<file path="src/rtl/regfile_wb_pkg.sv">
// Shared pipeline constants and types for the write-back stage and register file.
package regfile_wb_pkg;
    localparam int DATA_W       = 32;
    localparam int ADDR_W       = 5;
    localparam int NUM_REGS     = 2 ** ADDR_W;
    localparam int NUM_RD_PORTS = 2;
    localparam logic [ADDR_W-1:0] REG_ZERO = '0;

    typedef logic [DATA_W-1:0] word_t;
    typedef logic [ADDR_W-1:0] rn_t;
    typedef logic [NUM_REGS-1:0][DATA_W-1:0] regs_t;

    // What is being committed this cycle; en already folds in clr and the zero-index rule.
    typedef struct packed {
        logic  en;
        rn_t   rn;
        word_t data;
    } wb_commit_t;

    function automatic word_t wb_select(input logic m2reg, input word_t mo, input word_t alu);
        return m2reg ? mo : alu;
    endfunction
endpackage

</file>
<file path="src/rtl/regfile_wb_if.sv">
// MEM/WB write-back inputs, decode read ports and forwarding output as one bundle.
interface regfile_wb_if;
    import regfile_wb_pkg::*;

    logic  wwreg;
    logic  wm2reg;
    word_t walu;
    word_t wmo;
    rn_t   wrn;
    rn_t   rna;
    rn_t   rnb;
    word_t qa;
    word_t qb;
    word_t wdi;

    modport master (
        output wwreg, wm2reg, walu, wmo, wrn, rna, rnb,
        input  qa, qb, wdi
    );

    modport slave (
        input  wwreg, wm2reg, walu, wmo, wrn, rna, rnb,
        output qa, qb, wdi
    );
endinterface

</file>
<file path="src/rtl/regfile_wb_rf_read_port.sv">
// One combinational register-file read port with write-to-read bypass.
module rf_read_port
    import regfile_wb_pkg::*;
(
    input  rn_t        i_rn,
    input  regs_t      i_regs,
    input  wb_commit_t i_commit,
    output word_t      o_q
);
    // Zero index wins over bypass so r0 reads 0 even while being "written".
    always_comb begin
        o_q = i_regs[i_rn];
        if (i_rn == REG_ZERO)
            o_q = '0;
        else if (i_commit.en && (i_commit.rn == i_rn))
            o_q = i_commit.data;
    end
endmodule

</file>
<file path="src/rtl/regfile_wb.sv">
// Write-back data select plus 32x32 architectural register file with bypassed reads.
module regfile_wb
    import regfile_wb_pkg::*;
(
    input  logic         clk,
    input  logic         clr,
    regfile_wb_if.slave  bus
);
    regs_t      r_regs;
    word_t      w_wdi;
    wb_commit_t w_commit;
    rn_t   [NUM_RD_PORTS-1:0] w_rn;
    word_t [NUM_RD_PORTS-1:0] w_q;

    assign w_wdi = wb_select(bus.wm2reg, bus.wmo, bus.walu);

    // clr suppresses both the commit and the bypass through the same enable.
    assign w_commit.en   = bus.wwreg && (bus.wrn != REG_ZERO) && !clr;
    assign w_commit.rn   = bus.wrn;
    assign w_commit.data = w_wdi;

    always_ff @(posedge clk) begin
        if (clr)
            r_regs <= '0;
        else if (w_commit.en)
            r_regs[w_commit.rn] <= w_commit.data;
    end

    assign w_rn[0] = bus.rna;
    assign w_rn[1] = bus.rnb;

    for (genvar p = 0; p < NUM_RD_PORTS; p++) begin : g_rd
        rf_read_port u_rd (
            .i_rn     (w_rn[p]),
            .i_regs   (r_regs),
            .i_commit (w_commit),
            .o_q      (w_q[p])
        );
    end

    assign bus.qa  = w_q[0];
    assign bus.qb  = w_q[1];
    assign bus.wdi = w_wdi;
endmodule

</file>
<file path="src/flat_wrapper.sv">
// flat-port wrapper written by rule: the top's interface ports become plain ports
module regfile_wb_flat import regfile_wb_pkg::*;
  (clk, clr, bus_wwreg, bus_wm2reg, bus_walu, bus_wmo, bus_wrn, bus_rna, bus_rnb, bus_qa, bus_qb, bus_wdi);
  regfile_wb_if bus_i ();
  input  logic clk;
  input  logic clr;
  input wire logic [$bits(bus_i.wwreg)-1:0] bus_wwreg;
  input wire logic [$bits(bus_i.wm2reg)-1:0] bus_wm2reg;
  input wire logic [$bits(bus_i.walu)-1:0] bus_walu;
  input wire logic [$bits(bus_i.wmo)-1:0] bus_wmo;
  input wire logic [$bits(bus_i.wrn)-1:0] bus_wrn;
  input wire logic [$bits(bus_i.rna)-1:0] bus_rna;
  input wire logic [$bits(bus_i.rnb)-1:0] bus_rnb;
  output wire logic [$bits(bus_i.qa)-1:0] bus_qa;
  output wire logic [$bits(bus_i.qb)-1:0] bus_qb;
  output wire logic [$bits(bus_i.wdi)-1:0] bus_wdi;
  assign bus_i.wwreg = bus_wwreg;
  assign bus_i.wm2reg = bus_wm2reg;
  assign bus_i.walu = bus_walu;
  assign bus_i.wmo = bus_wmo;
  assign bus_i.wrn = bus_wrn;
  assign bus_i.rna = bus_rna;
  assign bus_i.rnb = bus_rnb;
  assign bus_qa = bus_i.qa;
  assign bus_qb = bus_i.qb;
  assign bus_wdi = bus_i.wdi;
  regfile_wb u_core (.clk(clk), .clr(clr), .bus(bus_i));
endmodule
</file>
<file path="config.mk">
export PLATFORM = sky130hd
export DESIGN_NAME = regfile_wb_flat
export DESIGN_NICKNAME = d
export VERILOG_FILES = /design/src/rtl/regfile_wb_pkg.sv /design/src/rtl/regfile_wb_if.sv /design/src/rtl/regfile_wb_rf_read_port.sv /design/src/rtl/regfile_wb.sv /design/src/flat_wrapper.sv
export SDC_FILE = /design/constraint.sdc
export NUM_CORES = 2
export LEC_CHECK = 0
export ABC_AREA = 0
export BUFFER_PORTS_ARGS = -buffer_cell sky130_fd_sc_hd__buf_2
export CAP_MARGIN = 10
export CORE_ASPECT_RATIO = 0.75
export CORE_MARGIN = 2
export CORE_UTILIZATION = 55
export CTS_CLUSTER_DIAMETER = 80
export DETAILED_ROUTE_END_ITERATION = 8
export PLACE_DENSITY = 0.72
export SYNTH_ARGS = -nofsm -noshare
export SYNTH_HDL_FRONTEND = slang
export SYNTH_SLANG_ARGS = --single-unit
export TNS_END_PERCENT = 100
</file>
<file path="constraint.sdc">
create_clock -name clk -period 6.8 [get_ports clk]
set_input_delay 1.02 -clock clk [delete_from_list [all_inputs] [get_ports clk]]
set_output_delay 1.02 -clock clk [all_outputs]
set_load 0.1 [all_outputs]
</file>
After elaboration in Yosys (flattened, before gate mapping)
Cells that the tools add are included.

storage, ports and cells
  bits in registers = 1024
  input bits = 83
  word-level logic and storage cells = 59

cells by class
  magnitude comparators = 4
  eq/ne operators = 2
  multiplexer cells = 12
  reduce and logical (&&, ||, !) cells = 9

operator list
  operator              number
  $bwmux W1024          1
  $bmux W32 S5          2
  $mux W32              8
  $demux W32 S5         1
  $lt A5 B6 Y1 const B  3
  $eq A5 B5 Y1          2
  $logic_not A5 Y1      2
  $ge A5 B1 Y1 const B  1
  $logic_and A1 B1 Y1   5
  $reduce_bool A5 Y1    1
  $logic_not A1 Y1      1

Longest topological paths before layout
  depth in word-level cells = 6
  mapped depth = 10
  depth with buffers taken out = 5

Cells and area by module
Synthesis repeated with hierarchy kept, for this count alone.

second synthesis, totals
  cells, all modules = 5443
  area, all modules = 54928.9 um2

by module, submodules not included
  module        times used  cells an instance  area each (um2)  sequential area each (um2)
  regfile_wb    1           3739               36749.0          20499.7
  rf_read_port  2           852                9090.0           0.0

Least setup slack after synthesis
Ideal clock, no wire load.

  path kind = in2out
  from = input bus_wrn[1]
  to = output bus_qa[12]
  arrival time = 4554 ps
  required time = 5780 ps
  setup slack = 1226 ps
  cell stages on the path = 7
  cell sequence = clkbuf_1 > xnor2_1 > nand3_1 > nor4_4 > buf_2 > nor3_1 > a211oi_1

on the way
  cells in the longest elaborated chain, start to end = 6

ends and longest elaborated chain
  item                              line                           source
  start, declared                   flat_wrapper.sv:11             input wire logic [$bits(bus_i.wrn)-1:0] bus_wrn;
  $reduce_bool A5 Y1                regfile_wb.sv:18               assign w_commit.en = bus.wwreg && (bus.wrn != REG_ZERO) && !clr;
  $logic_and A1 B1 Y1 (2 in a row)  regfile_wb.sv:18
  $logic_and A1 B1 Y1 (*)           regfile_wb_rf_read_port.sv:15  else if (i_commit.en && (i_commit.rn == i_rn))
  $mux W32 (*)                      regfile_wb_rf_read_port.sv:15
  $mux W32 (*)                      regfile_wb_rf_read_port.sv:13  if (i_rn == REG_ZERO)
  end, declared                     flat_wrapper.sv:14             output wire logic [$bits(bus_i.qa)-1:0] bus_qa;

Mark *: on every way between the ends. The rest lies on a longest branch, timed or not.

Worst setup path after layout
  from = input bus_rna[4]
  to = output bus_qa[20]

on the way
  cells in the longest elaborated chain, start to end = 4

ends and longest elaborated chain
  item                                                                          line                                                          source
  start, declared                                                               flat_wrapper.sv:12                                            input wire logic [$bits(bus_i.rna)-1:0] bus_rna;
  $bmux W32 S5 / $eq A5 B5 Y1 (equally long branches)                           regfile_wb_rf_read_port.sv:12, regfile_wb_rf_read_port.sv:15
  $mux W32 (implied by the code) / $logic_and A1 B1 Y1 (equally long branches)  regfile_wb_rf_read_port.sv:12, regfile_wb_rf_read_port.sv:15
  $mux W32                                                                      regfile_wb_rf_read_port.sv:15
  $mux W32 (*)                                                                  regfile_wb_rf_read_port.sv:13

Mark *: on every way between the ends. The rest lies on a longest branch, timed or not. The select of a mux whose other input is x is not followed.

==> run summary <==
CTS Buf Count - 98
Die ar. - 95600 µm²
# resized after CTS - 0
IO Count - 179
Most common cell after layout, fill and taps aside - nor2_1
Max-cap viol count - 0
Drt drc - 0
Final net count - 4988
Gr usage total - 0.372
Routability cong. - 0.922
Setup CP Type - primary input to primary output
EDFF count, synth - 0
Pin count of the biggest net entering global routing - 212
Grt ovf - 0
DIE HEIGHT - 268 µm
Post-CTS setup buffers - 0
Fin crit share - 0.823
Layout Skew - 0 ns
Tot Pwr - 13.8 mW
Yosys cell types - 52
Synth Area in Adders - 0
Layout area overhead - 10.0%
HP Start - u_core.r_regs[0]
Worst Setup SP - bus_rna[4]
Post-Syn Nets - 5186
Top Registers - u_core.r_regs x1024
Synthesized instance count - 5103
Most frequent cells in the layout - nor2_1 (1073), a211oi_1 (1037), dfxtp_1 (1024)
Worst-skew pair later-pin latency - 0.74 ns
Die width - 356 µm
Post-CTS Hold Fix Bufs - 0
RSZ-0062 raised after global routing - no
Final hold violation count - 0
Vias - 43900
VDD IR-drop max - 229 µV
Ys async rst share - 0
DR iter-0 viols - 6544
Setup-failing EPs final - 0
Status - complete, no violations
Syn_area_per_cell - 10.0 µm²
Post-Route WL - 182000 µm
Rel. slew slack - 0.128
Critical Path AT - 4.58 ns
Clock Pin Slew Worst Setup and Hold Paths - 0.06 ns
Multiplexer share of the synthesized area - 0.233
Slew Limit Fails - 0
First-pass GRT wire length - 268000 µm
Slew @ Worst Pin - 1.31 ns
Critical Path End Type - primary output
CP startpoint kind - primary input
Largest family of logic cells by synthesized area - multiplexers
Leakage power - 18.1 nW
CTS tree - done
Clk buf depth - 3
Clock Tree Root - clkbuf_16
Synth area leaders - dfxtp_1 (40%), mux4_2 (17%), a211oi_1 (15%)
Share of post-route cells with drive strength above 1 - 0.206
Critical Path RT - 5.78 ns
Reg2reg start - u_core.r_regs[884]
Post-Syn Area - 51200 µm²
DRT antenna net count - 0
Std-Cell Core Area - 91900 µm²
P per Cell Area - 246 nW/µm²
#FFs+latches synth - 1024
HP Class - register to register
Min Tclk post-route - 5.60 ns
Register area share after synthesis - 0.400
Initial antenna violation count - 8
Number of global-route vias before repair - 40800
Most flops, register - u_core.r_regs
Final HPWL DP - 111000 µm
Count of buffers from port buffering - 178
FP Rows - 96
DRT Pass-1 Iters - 6
Wire per inst - 29.3 µm
Dominant cell type by area after synthesis - dfxtp_1
Xor/xnor cell area share of the yosys netlist - 0.00171
Max Clk Rate - 179 MHz
Post-Synth Simple-Gate Area - 0.102
Yosys warns - 0
Max reg flops - 1024
Sink Count - 1024
Compound-Gate Fraction of Synth Area - 0.206
CTS HTree Levels - 3
Top cell type's share of synthesized area - 0.400
Final core occ - 0.613
Setup_tns - 0 ns
Maximum fanout along the worst path - 25
Initial core utilization - 0.557
Main synth FF type - dfxtp_1
Vias/cell - 7.06
-- report_power, final --
group	leakage [nW]	switching (mW)	total [mW]	internal, mW
Sequential	8.25	0.0316	6.07	6.04
Clock	1.71	2.57	5.95	3.38
Combinational	8.12	1.38	1.83	0.453
Total	18.1	3.98	13.8	9.87
-- per-stage QoR --
step / hold slack (ns) / cell area [µm²] / std cells / worst slack (ns)
2_1_floorplan: 0.451 / 51200 / 5103 / 1.23
3_3_place_gp: 0.468 / 52800 / 6029 / 1.36
4_1_cts: 0.482 / 56300 / 6209 / 1.42
3_5_place_dp: 0.472 / 52800 / 6029 / 1.42
6_report: 0.483 / 56400 / 6214 / 1.20
5_1_grt: 0.494 / 56300 / 6213 / 1.23
-- layout make-up --
| cell class | count | area [µm²] |
|---|---|---|
| multi-input combinational | 3416 | 28400 |
| fill | 7434 | 35500 |
| clock buffer | 139 | 2860 |
| antenna | 4 | 10.0 |
| sequential | 1024 | 20500 |
| inverter | 35 | 131 |
| timing repair buffer | 330 | 2290 |
| tap | 1225 | 1530 |
| clock inverter | 41 | 633 |
-- cells in the mapped netlist (all sizes together), types with 7 or more instances --
library cell,n
o21ai,47
nor2b,34
nor3,83
nor2,1104
mux4,384
and2,17
inv,35
o211ai,31
clkbuf,401
a221o,31
mux2i,256
o221ai,32
o21a,31
buf,227
mux2,64
a221oi,33
a22oi,32
o22ai,112
a211oi,1037
nand2,7
a21oi,33
dfxtp,1024
-- worst paths after layout --
| path | to | slack (ns) | depth (start not counted) |
|---|---|---|---|
| worst max-delay path | bus_qa[20] | 1.20 | 7 |
| worst min-delay path | u_core.r_regs[0] | 0.48 | 1 |
| worst max register to register | u_core.r_regs[884] | 5.95 | 2 |
| worst min register to register | u_core.r_regs[0] | 0.48 | 1 |
-- logic make-up (layout without fill, tap and decap cells) --
group,Yosys count,in the layout
xor gates and xnor gates,10,10
DFF,1024,1024
buffers and inverters,663,545
AOI/OAI and AO/OA,1425,1425
muxes,704,704
other,0,4
and+or+nand+nor,1277,1277
-- routing by layer --
layer	up-vias	share of wire	GRT usage	wire length [µm]
met5	-	0.00015	0	27
met4	4	0.060	0.203	10900
met3	604	0.12	0.109	22800
met2	3036	0.43	0.532	77500
met1	21300	0.39	0.506	71000
li1	19000	-	-	-
-- worst max-delay path, cell delays in order --
cell and delay [ns]:
buf_2 0.76, or3b_2 0.84, o221ai_1 0.27, nor3_1 0.24, nor3_1 0.09, a211oi_1 0.76
buf_2 0.57
No activity file was read; power rests on OpenSTA's default activity.
